$ cat config.mk
export PLATFORM = sky130hd
export DESIGN_NAME = dma_copy_device
export DESIGN_NICKNAME = d
export VERILOG_FILES = /design/src/rtl/dma_copy_device.sv
export SDC_FILE = /design/constraint.sdc
export NUM_CORES = 1
export LEC_CHECK = 0
export BUFFER_PORTS_ARGS = -buffer_cell sky130_fd_sc_hd__buf_2
export CAP_MARGIN = 30
export CELL_PAD_IN_SITES_DETAIL_PLACEMENT = 1
export CELL_PAD_IN_SITES_GLOBAL_PLACEMENT = 2
export CORE_ASPECT_RATIO = 2
export CORE_MARGIN = 3
export CORE_UTILIZATION = 35
export CTS_CLUSTER_SIZE = 10
export DETAILED_ROUTE_END_ITERATION = 16
export GPL_TIMING_DRIVEN = 0
export PLACE_DENSITY = 0.86
export SLEW_MARGIN = 40
export SYNTH_ARGS = -nofsm -noshare
export SYNTH_HDL_FRONTEND = slang
export SYNTH_SLANG_ARGS = --single-unit
$ cat constraint.sdc
create_clock -name clk -period 4.1 [get_ports clk]
set_input_delay 0 -clock clk [delete_from_list [all_inputs] [get_ports clk]]
set_output_delay 0 -clock clk [all_outputs]
set_load 0.02 [all_outputs]
$ cat src/rtl/dma_copy_device.sv
// Memory-to-memory word copy engine: register port for configuration/status
// plus a bus initiator that alternates single-word reads and writes.
//
// state   | meaning
// --------+----------------------------------------------------------
// IDLE    | waiting for START
// RD      | read request at working src, waiting for m_ack_i
// WR      | write request of latched word at working dst
// GAP     | one cycle with m_sel_o low between words; abort/finish check
// DONE_ST | one-cycle completion: set DONE, raise irq if enabled
module dma_copy_device #(
    parameter int LEN_WIDTH = 16
) (
    input  logic        clk,
    input  logic        reset_i,
    input  logic        sel_i,
    input  logic        wr_en_i,
    input  logic [11:0] address_in_i,
    input  logic [31:0] data_in_i,
    output logic [31:0] data_out_o,
    output logic        ack_o,
    output logic        m_sel_o,
    output logic [31:0] m_addr_o,
    output logic        m_we_o,
    output logic [31:0] m_data_out_o,
    output logic [3:0]  m_wr_mask_o,
    input  logic [31:0] m_data_in_i,
    input  logic        m_ack_i,
    input  logic        dma_eoi_i,
    output logic        dma_irq_o
);

    typedef enum logic [2:0] {
        IDLE    = 3'd0,
        RD      = 3'd1,
        WR      = 3'd2,
        GAP     = 3'd3,
        DONE_ST = 3'd4
    } state_t;

    localparam logic [2:0] REG_SRC    = 3'd0;
    localparam logic [2:0] REG_DST    = 3'd1;
    localparam logic [2:0] REG_LEN    = 3'd2;
    localparam logic [2:0] REG_CTRL   = 3'd3;
    localparam logic [2:0] REG_REMAIN = 3'd4;

    state_t               state;
    logic                 hold;
    logic [31:0]          src_r;
    logic [31:0]          dst_r;
    logic [LEN_WIDTH-1:0] len_r;
    logic                 irq_en;
    logic [31:0]          src_w;
    logic [31:0]          dst_w;
    logic [LEN_WIDTH-1:0] remain;
    logic                 done;
    logic                 aborted;
    logic                 abort_pend;

    logic        access;
    logic        wr_strobe;
    logic        rd_strobe;
    logic [2:0]  reg_idx;
    logic        busy;
    logic        ctrl_wr;
    logic        start_req;
    logic        abort_req;
    logic        cfg_wr;
    logic [31:0] rd_val;
    logic        unused_addr_bits;

    assign reg_idx   = address_in_i[4:2];
    // hold blocks a second ack until sel_i has been seen low
    assign access    = sel_i && !hold;
    assign wr_strobe = access && wr_en_i;
    assign rd_strobe = access && !wr_en_i;
    assign busy      = (state == RD) || (state == WR) || (state == GAP);
    assign ctrl_wr   = wr_strobe && (reg_idx == REG_CTRL);
    assign start_req = ctrl_wr && data_in_i[0] && (state == IDLE);
    assign abort_req = ctrl_wr && data_in_i[2] && busy;
    assign cfg_wr    = wr_strobe && (state == IDLE);

    assign m_wr_mask_o      = 4'hF;
    assign unused_addr_bits = ^{address_in_i[11:5], address_in_i[1:0]};

    always_comb begin
        rd_val = '0;
        case (reg_idx)
            REG_SRC:    rd_val = src_r;
            REG_DST:    rd_val = dst_r;
            REG_LEN:    rd_val = 32'(len_r);
            REG_CTRL:   rd_val = {28'd0, aborted, irq_en, done, busy};
            REG_REMAIN: rd_val = 32'(remain);
            default:    rd_val = '0;
        endcase
    end

    always_ff @(posedge clk) begin
        if (reset_i) begin
            hold       <= 1'b0;
            ack_o      <= 1'b0;
            data_out_o <= '0;
            src_r      <= '0;
            dst_r      <= '0;
            len_r      <= '0;
            irq_en     <= 1'b0;
        end else begin
            hold       <= sel_i;
            ack_o      <= access;
            data_out_o <= rd_strobe ? rd_val : '0;
            if (cfg_wr) begin
                case (reg_idx)
                    REG_SRC: src_r <= {data_in_i[31:2], 2'b00};
                    REG_DST: dst_r <= {data_in_i[31:2], 2'b00};
                    REG_LEN: len_r <= data_in_i[LEN_WIDTH-1:0];
                    default: ;
                endcase
            end
            if (ctrl_wr) begin
                irq_en <= data_in_i[1];
            end
        end
    end

    always_ff @(posedge clk) begin
        if (reset_i) begin
            state        <= IDLE;
            src_w        <= '0;
            dst_w        <= '0;
            remain       <= '0;
            done         <= 1'b0;
            aborted      <= 1'b0;
            abort_pend   <= 1'b0;
            dma_irq_o    <= 1'b0;
            m_sel_o      <= 1'b0;
            m_we_o       <= 1'b0;
            m_addr_o     <= '0;
            m_data_out_o <= '0;
        end else begin
            if (dma_eoi_i) begin
                dma_irq_o <= 1'b0;
            end
            if (abort_req) begin
                abort_pend <= 1'b1;
            end
            case (state)
                IDLE: begin
                    if (start_req) begin
                        src_w      <= src_r;
                        dst_w      <= dst_r;
                        remain     <= len_r;
                        done       <= 1'b0;
                        aborted    <= 1'b0;
                        abort_pend <= 1'b0;
                        if (len_r == '0) begin
                            state <= DONE_ST;
                        end else begin
                            state    <= RD;
                            m_sel_o  <= 1'b1;
                            m_we_o   <= 1'b0;
                            m_addr_o <= src_r;
                        end
                    end
                end
                RD: begin
                    if (m_ack_i) begin
                        state        <= WR;
                        m_we_o       <= 1'b1;
                        m_addr_o     <= dst_w;
                        m_data_out_o <= m_data_in_i;
                    end
                end
                WR: begin
                    if (m_ack_i) begin
                        state   <= GAP;
                        src_w   <= src_w + 32'd4;
                        dst_w   <= dst_w + 32'd4;
                        remain  <= remain - LEN_WIDTH'(1);
                        m_sel_o <= 1'b0;
                        m_we_o  <= 1'b0;
                    end
                end
                GAP: begin
                    // an abort landing in this very cycle still stops here
                    if (abort_pend || abort_req) begin
                        aborted <= 1'b1;
                        state   <= DONE_ST;
                    end else if (remain == '0) begin
                        state <= DONE_ST;
                    end else begin
                        state    <= RD;
                        m_sel_o  <= 1'b1;
                        m_we_o   <= 1'b0;
                        m_addr_o <= src_w;
                    end
                end
                DONE_ST: begin
                    done       <= 1'b1;
                    abort_pend <= 1'b0;
                    if (irq_en) begin
                        dma_irq_o <= 1'b1;
                    end
                    state <= IDLE;
                end
                default: state <= IDLE;
            endcase
        end
    end

endmodule

==> results of run 1 <==
-- per-stage QoR --
stage / total power [mW] / hold WS, ns
finish: 5.153 / 0.1641
global route: 5.313 / 0.1882
CTS: 5.194 / 0.1394
detailed placement: 2.890 / 0.2123
global placement: 2.883 / 0.2127
floorplan: 2.732 / 0.08396
-- power groups by stage --
stage                     combinational (mW)  clock [mW]  sequential (mW)
after global routing                   0.365        2.40             2.55
after CTS                              0.340        2.30             2.55
final                                  0.344        2.26             2.55
after global placement                 0.280           0             2.60
after floorplan                        0.136           0             2.60
after detailed placement               0.286           0             2.60
-- kinds of logic after synthesis --
| logic type | count (synthesis) |
|---|---|
| AND/OR/NAND/NOR | 660 |
| AO/OA/AOI/OAI | 491 |
| flip-flops | 259 |
| buffers and inverters | 145 |
| multiplexers | 43 |
| adder cells (fa/ha/maj) | 4 |
| other | 1 |
-- synthesized netlist by cell type (all sizes together) (11+ instances only) --
cell type | number | share of area [%]
nor3 | 37 | 1.6
o31ai | 12 | 0.74
nor2 | 153 | 4.8
o21ai | 82 | 3.4
inv | 11 | 0.34
nand4 | 15 | 0.82
or3 | 38 | 1.9
a22oi | 48 | 3.0
a21oi | 261 | 11
nand2 | 290 | 8.9
buf | 41 | 2.0
a211oi | 11 | 0.68
nor4 | 13 | 0.91
nand3 | 48 | 2.1
clkbuf | 93 | 2.9
dfxtp | 259 | 43
a31oi | 12 | 0.62
mux2i | 41 | 3.4
and3 | 16 | 0.82
-- how the worst max path moves through the flow --
stage / endpoint / startpoint / slack, ns
3_3_place_gp: dst_w[17] / state[2] / 0.96
2_1_floorplan: dst_w[18] / dst_w[2] / 1.95
6_report: dst_w[17] / state[2] / 0.80
3_5_place_dp: dst_w[17] / state[2] / 0.95
5_1_grt: dst_w[17] / state[2] / 0.76
4_1_cts: dst_w[17] / state[2] / 0.91
-- worst max-delay path, cell delays in order, from the launching register on --
cell and delay (ns):
sky130_fd_sc_hd__dfxtp_1 0.39, sky130_fd_sc_hd__buf_1 0.43, sky130_fd_sc_hd__nor2_1 0.24, sky130_fd_sc_hd__nand2_1 0.40, sky130_fd_sc_hd__buf_2 0.39, sky130_fd_sc_hd__clkbuf_1 0.64
sky130_fd_sc_hd__o21ai_0 0.38, sky130_fd_sc_hd__a22oi_1 0.24, sky130_fd_sc_hd__nor2_1 0.05
-- final cells by class --
cell class | count | area (um^2)
Buffer | 134 | 606.8
Clock buffer | 30 | 729.5
Fill cell | 4331 | 19240
Inverter | 11 | 41.29
Multi-Input combinational cell | 1202 | 6409
Sequential cell | 259 | 5185
Tap cell | 441 | 551.8
Timing Repair Buffer | 244 | 1587
-- what timing repair did --
action | in CTS | in global routing
hold buffers | 73 | 0
resized for setup | 0 | 0
endpoints found under the hold margin | 119 | 0
-- per-layer routing --
layer	part of all wire, %	up-vias	GRT usage [%]
met5	0.011	-	0
met4	11	2	27.59
met3	4.5	275	4.235
met1	32	6715	29.21
li1	-	6202	-
met2	53	503	58.92
-- flip-flops by register name (all words and copies together) (netlist names), 3 cells and up --
| register | cells |
|---|---|
| dst_r | 30 |
| len_r | 16 |
| m_addr_o | 31 |
| src_r | 30 |
| dst_w | 30 |
| state | 3 |
| data_out_o | 32 |
| src_w | 30 |
| remain | 16 |
| m_data_out_o | 32 |
==> reports/summary.md, run 1 <==
* finished clean — outcome
* 1967 — fin nets
* 3.549% — portion of netlist area occupied by mux cells
* 6.7% — combinational share of power
* 26.33 um — average wire length per cell after detail routing
* 0.57 ns — later-pin clock latency in the skew report
* 0.0003299 V — Max IR drop VDD
* 186 — top-level port count
* sky130_fd_sc_hd__dfxtp_1 — most instantiated flip-flop cell in the synthesis netlist
* 0% — proportion of synthesized flip-flops having asynchronous set or reset
* sky130_fd_sc_hd__nand2_1, sky130_fd_sc_hd__a21oi_1, sky130_fd_sc_hd__dfxtp_1 — most frequent cells in the layout
* 0 — Max Cap Viol
* 0.9913 — final weighted congestion in routability-driven placement
* 341.0 nW/um^2 — power density over the cells
* 12200 um^2 — area of the mapped netlist
* 0.06 ns — clock-pin slew of the registers on the worst-case setup and hold paths
* 1603 — cell count after synthesis
* 0 — # DRC
* 270.0 um — Die Height
* 0.01950 ns — largest clock skew in the final design
* flop — crit start category
* 31.48% — global-route usage over all layers
* 45940 um — post-detailed-placement half-perimeter wirelength
* 0.4103% — fraction of the mapped netlist area in adder cells
* 2218 — # placed instances
* 24.89% — post-synthesis share of cell area spent on and, or, nand and nor gates
* 1 — initial antenna violation count
* 24.51% — switching power share of the total
* 0% — post-synthesis share of cell area spent on xor and xnor gates
* 10 — largest fanout of any net on the critical path
* 0 — total global routing overflow
* 0 — number of endpoints failing setup at the final stage
* 0 — number of enable-type register cells in the synthesized netlist
* 259 — FF+latch count, synth
* 7.609 um^2 — Synth Area per Inst
* in -> reg — Hold Crit Class
* 138.0 um — Die Span X
* 1 — maximum level of the CTS H-tree
* sky130_fd_sc_hd__clkbuf_16 — clock tree root buffer cell
* 0 — Post-CTS Setup Bufs
* 14520 — number of global-route vias before repair
* 4.54 ns — required time of the critical path
* 0.9527 ns — Tightest Pin Transition
* dst_w[17] — worst reg2reg path endpoint
* 0 — antenna violation net count after detailed routing
* 35.51% — effective utilization at floorplan
* 0 — ant diodes
* 0.8041 ns — setup ws final
* 0 — number of max-slew violations in the final report
* 1.263 mW — switching component of the power
* 15110 um^2 — final cell area excluding filler cells
* 34350 um^2 — standard cell core area
* 13700 — count of vias placed by the detailed router
* 43.8% — clock network fraction of total power
* 23.42% — fraction of the mapped netlist area in compound gates
* 0 — Synthesis Warnings
* 3.296 ns — minimum period implied by the final worst setup slack
* flop — CP Capture Type
* 0.80 ns — flop-to-flop setup slack
* 3.74 ns — arrival time at the worst endpoint
* address_in_i[2] — Worst Min Path Start
* 43.98% — post-layout utilization of the core
* 37260 um^2 — die outline area
* 65 — post-synthesis cell type count
* 13640 um^2 — Placed Instance Area
* 36.49% — Worst slew margin
* 61100 um — wire length after detailed routing
* state[2] — worst flop-to-flop path startpoint
* built — clock tree from TritonCTS
* 23.87% — area grow syn2layout
* no — unrepaired setup endpoints after global routing
* aborted — end point of the worst hold path
* 29 — TritonCTS buffer count
* 2321 — number of standard cells in the layout, taps in and fillers out
* 707 — number of DRC markers after the initial detailed-route iteration
* simple AND/OR/NAND/NOR gates — largest family of logic cells by synthesized area
* reg -> reg — kind of critical path
* 259 — clock sink total
* 14.20% — fraction of layout instances using a drive strength above 1
* sky130_fd_sc_hd__nand2_1 — most common cell after layout, fill and taps aside
* 8 — depth of the most critical reg-to-reg path
* 0.9463 ns — worst setup timing slack at the placement stage
* 89850 um — wire length of the first global-routing pass
* 171 — buffers added on ports
* 5.901 — via density per instance
* 42.51% — share of the yosys chip area belonging to registers
* 49.5% — sequential share of power
* 80.39% — final critical-path share of the clock period
* 5 — drt pass-1 iters
* 96 — Row Count
* 5.276 nW — static leakage power
* 3.889 mW — cell internal pwr
* 303.4 MHz — achievable clock frequency
* 3 — buffer levels on the longest clock path
* 14 — pin count of the biggest net entering global routing
* 5 — Min-Delay Path Depth
* 0 — Hold Vio Cnt, Final
* 0 ns — Setup TNS Final
Power figures use the tool's default switching activity.
==> inputs of run 2 (changes only) <==
--- a/config.mk
+++ b/config.mk
@@ -11,11 +11,11 @@
 export CELL_PAD_IN_SITES_GLOBAL_PLACEMENT = 2
 export CORE_ASPECT_RATIO = 2
 export CORE_MARGIN = 3
-export CORE_UTILIZATION = 35
+export CORE_UTILIZATION = 30
 export CTS_CLUSTER_SIZE = 10
 export DETAILED_ROUTE_END_ITERATION = 16
 export GPL_TIMING_DRIVEN = 0
-export PLACE_DENSITY = 0.86
+export PLACE_DENSITY = 0.79
 export SLEW_MARGIN = 40
 export SYNTH_ARGS = -nofsm -noshare
 export SYNTH_HDL_FRONTEND = slang
==> constraint.sdc (replaced) <==
create_clock -name clk -period 2.67 [get_ports clk]
set_input_delay 0 -clock clk [delete_from_list [all_inputs] [get_ports clk]]
set_output_delay 0 -clock clk [all_outputs]
set_load 0.02 [all_outputs]
==> run 2 against run 1 <==
Maximum frequency increased by 29%. Non-clock buffer count increased by 3. Critical endpoint is now dst_w[6]. Register-to-register slack got worse by 0.68 ns.
==> reports/summary.md, run 2 (synthesis results as in run 1) <==
* 46750 um — post-detailed-placement half-perimeter wirelength, +1.8%
* 0 — antenna violation net count after detailed routing, unchanged
* 3 — buffer levels on the longest clock path, unchanged
* 4886 — filler cell count in the final layout, +13%
* 1971 — fin nets, +0.20%
* 0 — Hold Vio Cnt, Final, unchanged
* 5 — drt pass-1 iters, unchanged
* 0 — number of endpoints failing setup at the final stage, unchanged
* built — clock tree from TritonCTS
* 15.89% — fraction of layout instances using a drive strength above 1, +1.7 points
* 90840 um — wire length of the first global-routing pass, +1.1%
* 0 — # DRC, unchanged
* 13590 — count of vias placed by the detailed router, -0.80%
* 5.392 nW — static leakage power, +2.2%
* 48.2% — sequential share of power, -1.3 points
* 171 — buffers added on ports, unchanged
* 14320 — number of global-route vias before repair, -1.4%
* 259 — clock sink total, unchanged
* 26.18% — area grow syn2layout
* 61390 um — wire length after detailed routing, +0.46%
* 43260 um^2 — die outline area, +16%
* 775 — number of DRC markers after the initial detailed-route iteration, +9.6%
* flop — crit start category
* 527.3 nW/um^2 — power density over the cells, +55%
* 3.00 ns — arrival time at the worst endpoint, -0.74 ns
* reg -> reg — kind of critical path
* 3.12 ns — required time of the critical path, -1.42 ns
* 6.6% — combinational share of power, about the same
* 0 — total global routing overflow, unchanged
* 95.49% — final critical-path share of the clock period, +15 points
* 45.2% — clock network fraction of total power, +1.4 points
* 0 ns — Setup TNS Final, unchanged
* 6.067 mW — cell internal pwr, +56%
* 0.9816 — final weighted congestion in routability-driven placement, -0.98%
* 1 — maximum level of the CTS H-tree, unchanged
* finished clean — outcome
* 1 — initial antenna violation count, unchanged
* 30.63% — effective utilization at floorplan, -4.9 points
* 103 — Row Count, +7.3%
* 0 — ant diodes, unchanged
* 27.77% — global-route usage over all layers, -3.7 points
* sky130_fd_sc_hd__nand2_1 — most common cell after layout, fill and taps aside
* 5186 um^2 — Register Area, about the same
* 0.9577 ns — Tightest Pin Transition, +0.004987 ns
* 10 — largest fanout of any net on the critical path, unchanged
* 0.03664 ns — largest clock skew in the final design, +0.01713 ns
* 186 — top-level port count, unchanged
* 2.549 ns — minimum period implied by the final worst setup slack, -0.7464 ns
* sky130_fd_sc_hd__nand2_1, sky130_fd_sc_hd__a21oi_1, sky130_fd_sc_hd__dfxtp_1 — most frequent cells in the layout
* 0 — number of max-slew violations in the final report, unchanged
* data_out_o: 32 flops, m_data_out_o: 32 flops, m_addr_o: 31 flops — Regs by FF count
* 0 — Max Cap Viol, unchanged
* 36.16% — Worst slew margin, -0.33 points
* 0.60 ns — later-pin clock latency in the skew report, +0.03 ns
* 25.44 um — average wire length per cell after detail routing, -3.4%
* 20 — pin count of the biggest net entering global routing, +6
* in -> reg — Hold Crit Class
* 25.25% — switching power share of the total, +0.74 points
* 5.631 — via density per instance, -4.6%
* 6466 um^2 — total area of multi-input combinational cells, +0.90%
* flop — CP Capture Type
* 0.0005092 V — Max IR drop VDD, +54%
* 148.6 um — Die Span X, +7.7%
* 392.2 MHz — achievable clock frequency, +29%
* 30 — TritonCTS buffer count, +3.4%
* 0.06 ns — clock-pin slew of the registers on the worst-case setup and hold paths, about the same
* 39820 um^2 — standard cell core area, +16%
* 2.050 mW — switching component of the power, +62%
* 38.65% — post-layout utilization of the core, -5.3 points
* sky130_fd_sc_hd__clkbuf_16 — clock tree root buffer cell
* 291.2 um — Die Height, +7.8%
run 2: cell types whose count changed in the layout (fill, tap and decap cells not counted), sizes merged:
| cell | previous run | this run |
|---|---|---|
| buf | 212 | 214 |
| dlygate4sd3 | 73 | 74 |
| clkbuf | 123 | 126 |
| clkinv | 0 | 1 |
| inv | 11 | 12 |
run 2: layer usage:
| layer | part of all wire (%) | global-route usage, % |
|---|---|---|
| met5 | 0.015 | 0 |
| met3 | 4.9 | 3.832 |
| met1 | 33 | 26.49 |
| met4 | 9.9 | 22.65 |
| met2 | 52 | 51.49 |
run 2: per-stage QoR:
step / instance area (um^2) / worst slack, ns / hold slack (ns) / total power [mW] / std cells
6_report: 15390 / 0.1206 / 0.1244 / 8.116 / 2413
3_3_place_gp: 13720 / -0.5398 / 0.2184 / 4.427 / 2302
5_1_grt: 15390 / -0.004789 / 0.1642 / 8.369 / 2413
2_1_floorplan: 12210 / 0.5157 / 0.08396 / 4.195 / 1606
4_1_cts: 15330 / 0.02992 / 0.1190 / 8.181 / 2411
3_5_place_dp: 13760 / -0.4397 / 0.2161 / 4.438 / 2303
run 2: cell type report:
cell class	instances	area share, %
Sequential cell	259	33.70
Clock inverter	2	0.1626
Timing Repair Buffer	249	10.57
Buffer	132	4.073
Inverter	11	0.2683
Clock buffer	33	4.951
Multi-Input combinational cell	1202	42.01
Tap cell	525	4.268
run 2: path summary, 6_finish.rpt:
kind / from / end / slack (ns) / cells after the start
worst max register to register: state[2] / dst_w[6] / 0.12 / 9
worst max-delay path: state[2] / dst_w[6] / 0.12 / 9
worst min register to register: m_data_out_o[17] / m_data_out_o[17] / 0.45 / 2
worst min-delay path: address_in_i[2] / data_out_o[3] / 0.12 / 6
run 2: what timing repair did:
action,in CTS,in global routing
setup endpoints to repair,138,69
setup buffers,0,3
pin swaps,0,1
resized for setup,20,21
hold buffers,74,0
cloned,0,0
endpoints found under the hold margin,119,0
run 2: critical path, stage by stage, from the launching register on:
cell and delay [ns]:
sky130_fd_sc_hd__dfxtp_1 0.36, sky130_fd_sc_hd__buf_2 0.22, sky130_fd_sc_hd__nor2_1 0.44, sky130_fd_sc_hd__nand2_2 0.28, sky130_fd_sc_hd__buf_2 0.31, sky130_fd_sc_hd__clkbuf_2 0.36
sky130_fd_sc_hd__nand2_1 0.19, sky130_fd_sc_hd__o31ai_1 0.08, sky130_fd_sc_hd__nand2_1 0.10, sky130_fd_sc_hd__a21oi_1 0.06
run 2: power by group through the flow:
stage	Sequential [mW]	Combinational (mW)	Clock [mW]
6_report	3.91	0.534	3.67
5_1_grt	3.91	0.569	3.89
4_1_cts	3.91	0.528	3.74
3_5_place_dp	4.00	0.441	0
3_3_place_gp	4.00	0.431	0
2_1_floorplan	3.99	0.209	0
==> inputs of run 3 (changes only) <==
--- a/config.mk
+++ b/config.mk
@@ -5,7 +5,7 @@
 export SDC_FILE = /design/constraint.sdc
 export NUM_CORES = 1
 export LEC_CHECK = 0
-export BUFFER_PORTS_ARGS = -buffer_cell sky130_fd_sc_hd__buf_2
+export BUFFER_PORTS_ARGS = -buffer_cell sky130_fd_sc_hd__clkbuf_2
 export CAP_MARGIN = 30
 export CELL_PAD_IN_SITES_DETAIL_PLACEMENT = 1
 export CELL_PAD_IN_SITES_GLOBAL_PLACEMENT = 2
==> run 3 against run 2 <==
Design area grew 0.13%. Power grew 0.71%. Via count grew 0.43%. Worst hold slack gained 0.064 ns. Flip-flop and latch count is the same. Clock skew shrank 0.0043 ns. Sequential share of layout area is essentially flat. Die area is the same. Utilization grew 0.050 points. Critical path depth shrank 1. Largest power group unchanged. Critical path type unchanged. Combinational power grew 0.9%.
==> reports/summary.md, run 3 (synthesis results as in run 1) <==
* m_data_out_o[13] — end point of the worst hold path
* finished clean — outcome
* 13650 — count of vias placed by the detailed router, +0.43%
* 0.07 ns — clock-pin slew of the registers on the worst-case setup and hold paths, about the same
* clkbuf_1, nand4b_1, o31ai_2, and2_1, buf_2, clkdlybuf4s15_2, o21ai_0, a21oi_1 — Cell Chain, Critical Path
* 3 — combined buffer and inverter count along the critical path, unchanged
* 3 — buffer levels on the longest clock path, unchanged
* data_out_o: 32 flops, m_data_out_o: 32 flops, m_addr_o: 31 flops — Regs by FF count
* 186 — top-level port count, unchanged
* 5.324 nW — static leakage power, -1.3%
* 0.0004135 V — Max IR drop VDD, -19%
* src_w[4] — worst reg2reg path endpoint
* 103 — Row Count, unchanged
* 388.8 MHz — achievable clock frequency, -0.87%
* 0 — number of max-slew violations in the final report, unchanged
* 1974 — fin nets, +0.15%
* 0 ns — Setup TNS Final, unchanged
* -0.4021 ns — worst setup timing slack at the placement stage, +0.03761 ns
* 8 — depth of the most critical reg-to-reg path, -1
* 46750 um — post-detailed-placement half-perimeter wirelength, about the same
* 61920 um — wire length after detailed routing, +0.87%
* 16 — pin count of the biggest net entering global routing, -20%
* 0.9813 — final weighted congestion in routability-driven placement, about the same
* 16.17% — fraction of layout instances using a drive strength above 1, +0.28 points
* 43260 um^2 — die outline area, unchanged
* sky130_fd_sc_hd__clkbuf_16 — clock tree root buffer cell
* buffers and inverters — top cell family by delay on the critical path
* sky130_fd_sc_hd__clkdlybuf4s15_2 — critical-path cell with the highest stage delay
* 10 — largest fanout of any net on the critical path, unchanged
* sky130_fd_sc_hd__nand2_1 — most common cell after layout, fill and taps aside
* 39820 um^2 — standard cell core area, unchanged
* 30.63% — effective utilization at floorplan, unchanged
* 0 — # DRC, unchanged
* 0 — antenna violation net count after detailed routing, unchanged
* 291.2 um — Die Height, unchanged
* 6 — drt pass-1 iters, +1
* 758 — number of DRC markers after the initial detailed-route iteration, -2.2%
* 27.90% — global-route usage over all layers, +0.13 points
* 13760 um^2 — Placed Instance Area, about the same
* 0 — Max Cap Viol, unchanged
* 30 — TritonCTS buffer count, unchanged
* flop — crit start category
* 0 — number of endpoints failing setup at the final stage, unchanged
* 2.572 ns — minimum period implied by the final worst setup slack, +0.02228 ns
* 3.10 ns — arrival time at the worst endpoint, +0.10 ns
* 259 — clock sink total, unchanged
* 4 — Min-Delay Path Depth, -2
* 25.62 um — average wire length per cell after detail routing, +0.71%
* 148.6 um — Die Span X, unchanged
* reg -> reg — kind of critical path
* sky130_fd_sc_hd__nand2_1, sky130_fd_sc_hd__a21oi_1, sky130_fd_sc_hd__dfxtp_1 — most frequent cells in the layout
* state[1] — worst flop-to-flop path startpoint
* 8 — Levels on crit path, -1
* 0.60 ns — later-pin clock latency in the skew report, about the same
* 0.9964 ns — Tightest Pin Transition, +0.03877 ns
* 14440 — number of global-route vias before repair, +0.90%
* 530.4 nW/um^2 — power density over the cells, +0.58%
* flop — CP Capture Type
* 3.19 ns — required time of the critical path, +0.07 ns
* m_data_in_i[13] — Worst Min Path Start
* 90840 um — wire length of the first global-routing pass, unchanged
* 0 — initial antenna violation count, -1
* in -> reg — Hold Crit Class
* 0.09827 ns — setup ws final, -0.02228 ns
* 15410 um^2 — final cell area excluding filler cells, +0.13%
* built — clock tree from TritonCTS
* 26.34% — area grow syn2layout
* 33.57% — Worst slew margin, -2.6 points
* 0 — ant diodes, unchanged
* 5.645 — via density per instance, +0.26%
* 0.03235 ns — largest clock skew in the final design, -0.004289 ns
* 38.70% — post-layout utilization of the core, +0.050 points
* 0 — total global routing overflow, unchanged
* 0 — Hold Vio Cnt, Final, unchanged
* 171 — buffers added on ports, unchanged
* 1 — maximum level of the CTS H-tree, unchanged
* 96.32% — final critical-path share of the clock period, +0.83 points
* 0.1 ns — flop-to-flop setup slack, -0.02 ns
* 0.53 ns — delay of the slowest cell on the worst path, +0.09 ns
run 3: timing repair:
action,in CTS,in global routing
pin swaps,0,2
hold buffers,74,0
hold endpoints to repair,119,0
gates resized for setup,20,18
endpoints found under the setup margin,138,112
setup buffers,0,5
run 3: worst min-delay path: stages:
cell and delay (ns):
sky130_fd_sc_hd__dlygate4sd3_1 0.53, sky130_fd_sc_hd__clkbuf_2 0.10, sky130_fd_sc_hd__nand2_1 0.05, sky130_fd_sc_hd__a21oi_1 0.05
run 3: worst max path at each step:
stage	from	to	slack, ns
after detailed placement	state[2]	remain[10]	-0.40
after global routing	state[1]	src_w[4]	-0.001
final	state[1]	src_w[4]	0.1
after global placement	state[2]	dst_w[14]	-0.50
after CTS	state[0]	dst_w[25]	-0.04
after floorplan	dst_w[2]	dst_w[18]	0.52
run 3: per-stage QoR:
step / hold WS, ns / power, mW / instances
after floorplan: 0.08396 / 4.195 / 1606
after global placement: 0.2242 / 4.428 / 2302
after detailed placement: 0.2213 / 4.440 / 2303
after CTS: 0.1716 / 8.224 / 2413
after global routing: 0.1905 / 8.400 / 2417
final: 0.1880 / 8.174 / 2417
run 3: cell type report:
type	count	area [um^2]
tap	525	656.9
clock buffer	34	775.7
multi-input combinational	1202	6449
fill	4965	24410
clock inverter	2	25.02
inverter	11	41.29
buffer	133	631.9
sequential	259	5186
timing repair buffer	251	1645
run 3: layer usage:
layer | track usage [%] | part of all wire [%]
met3 | 4.502 | 5.3
met1 | 26.57 | 33
met4 | 22.33 | 9.8
met5 | 0 | 0
met2 | 51.53 | 52
run 3: power breakdown:
group / total, mW / switching, mW / leakage [nW] / internal [mW]
Clock: 3.72 / 1.70 / 0.391 / 2.02
Combinational: 0.539 / 0.345 / 2.84 / 0.195
Sequential: 3.91 / 0.0273 / 2.09 / 3.89
Total: 8.17 / 2.08 / 5.32 / 6.10
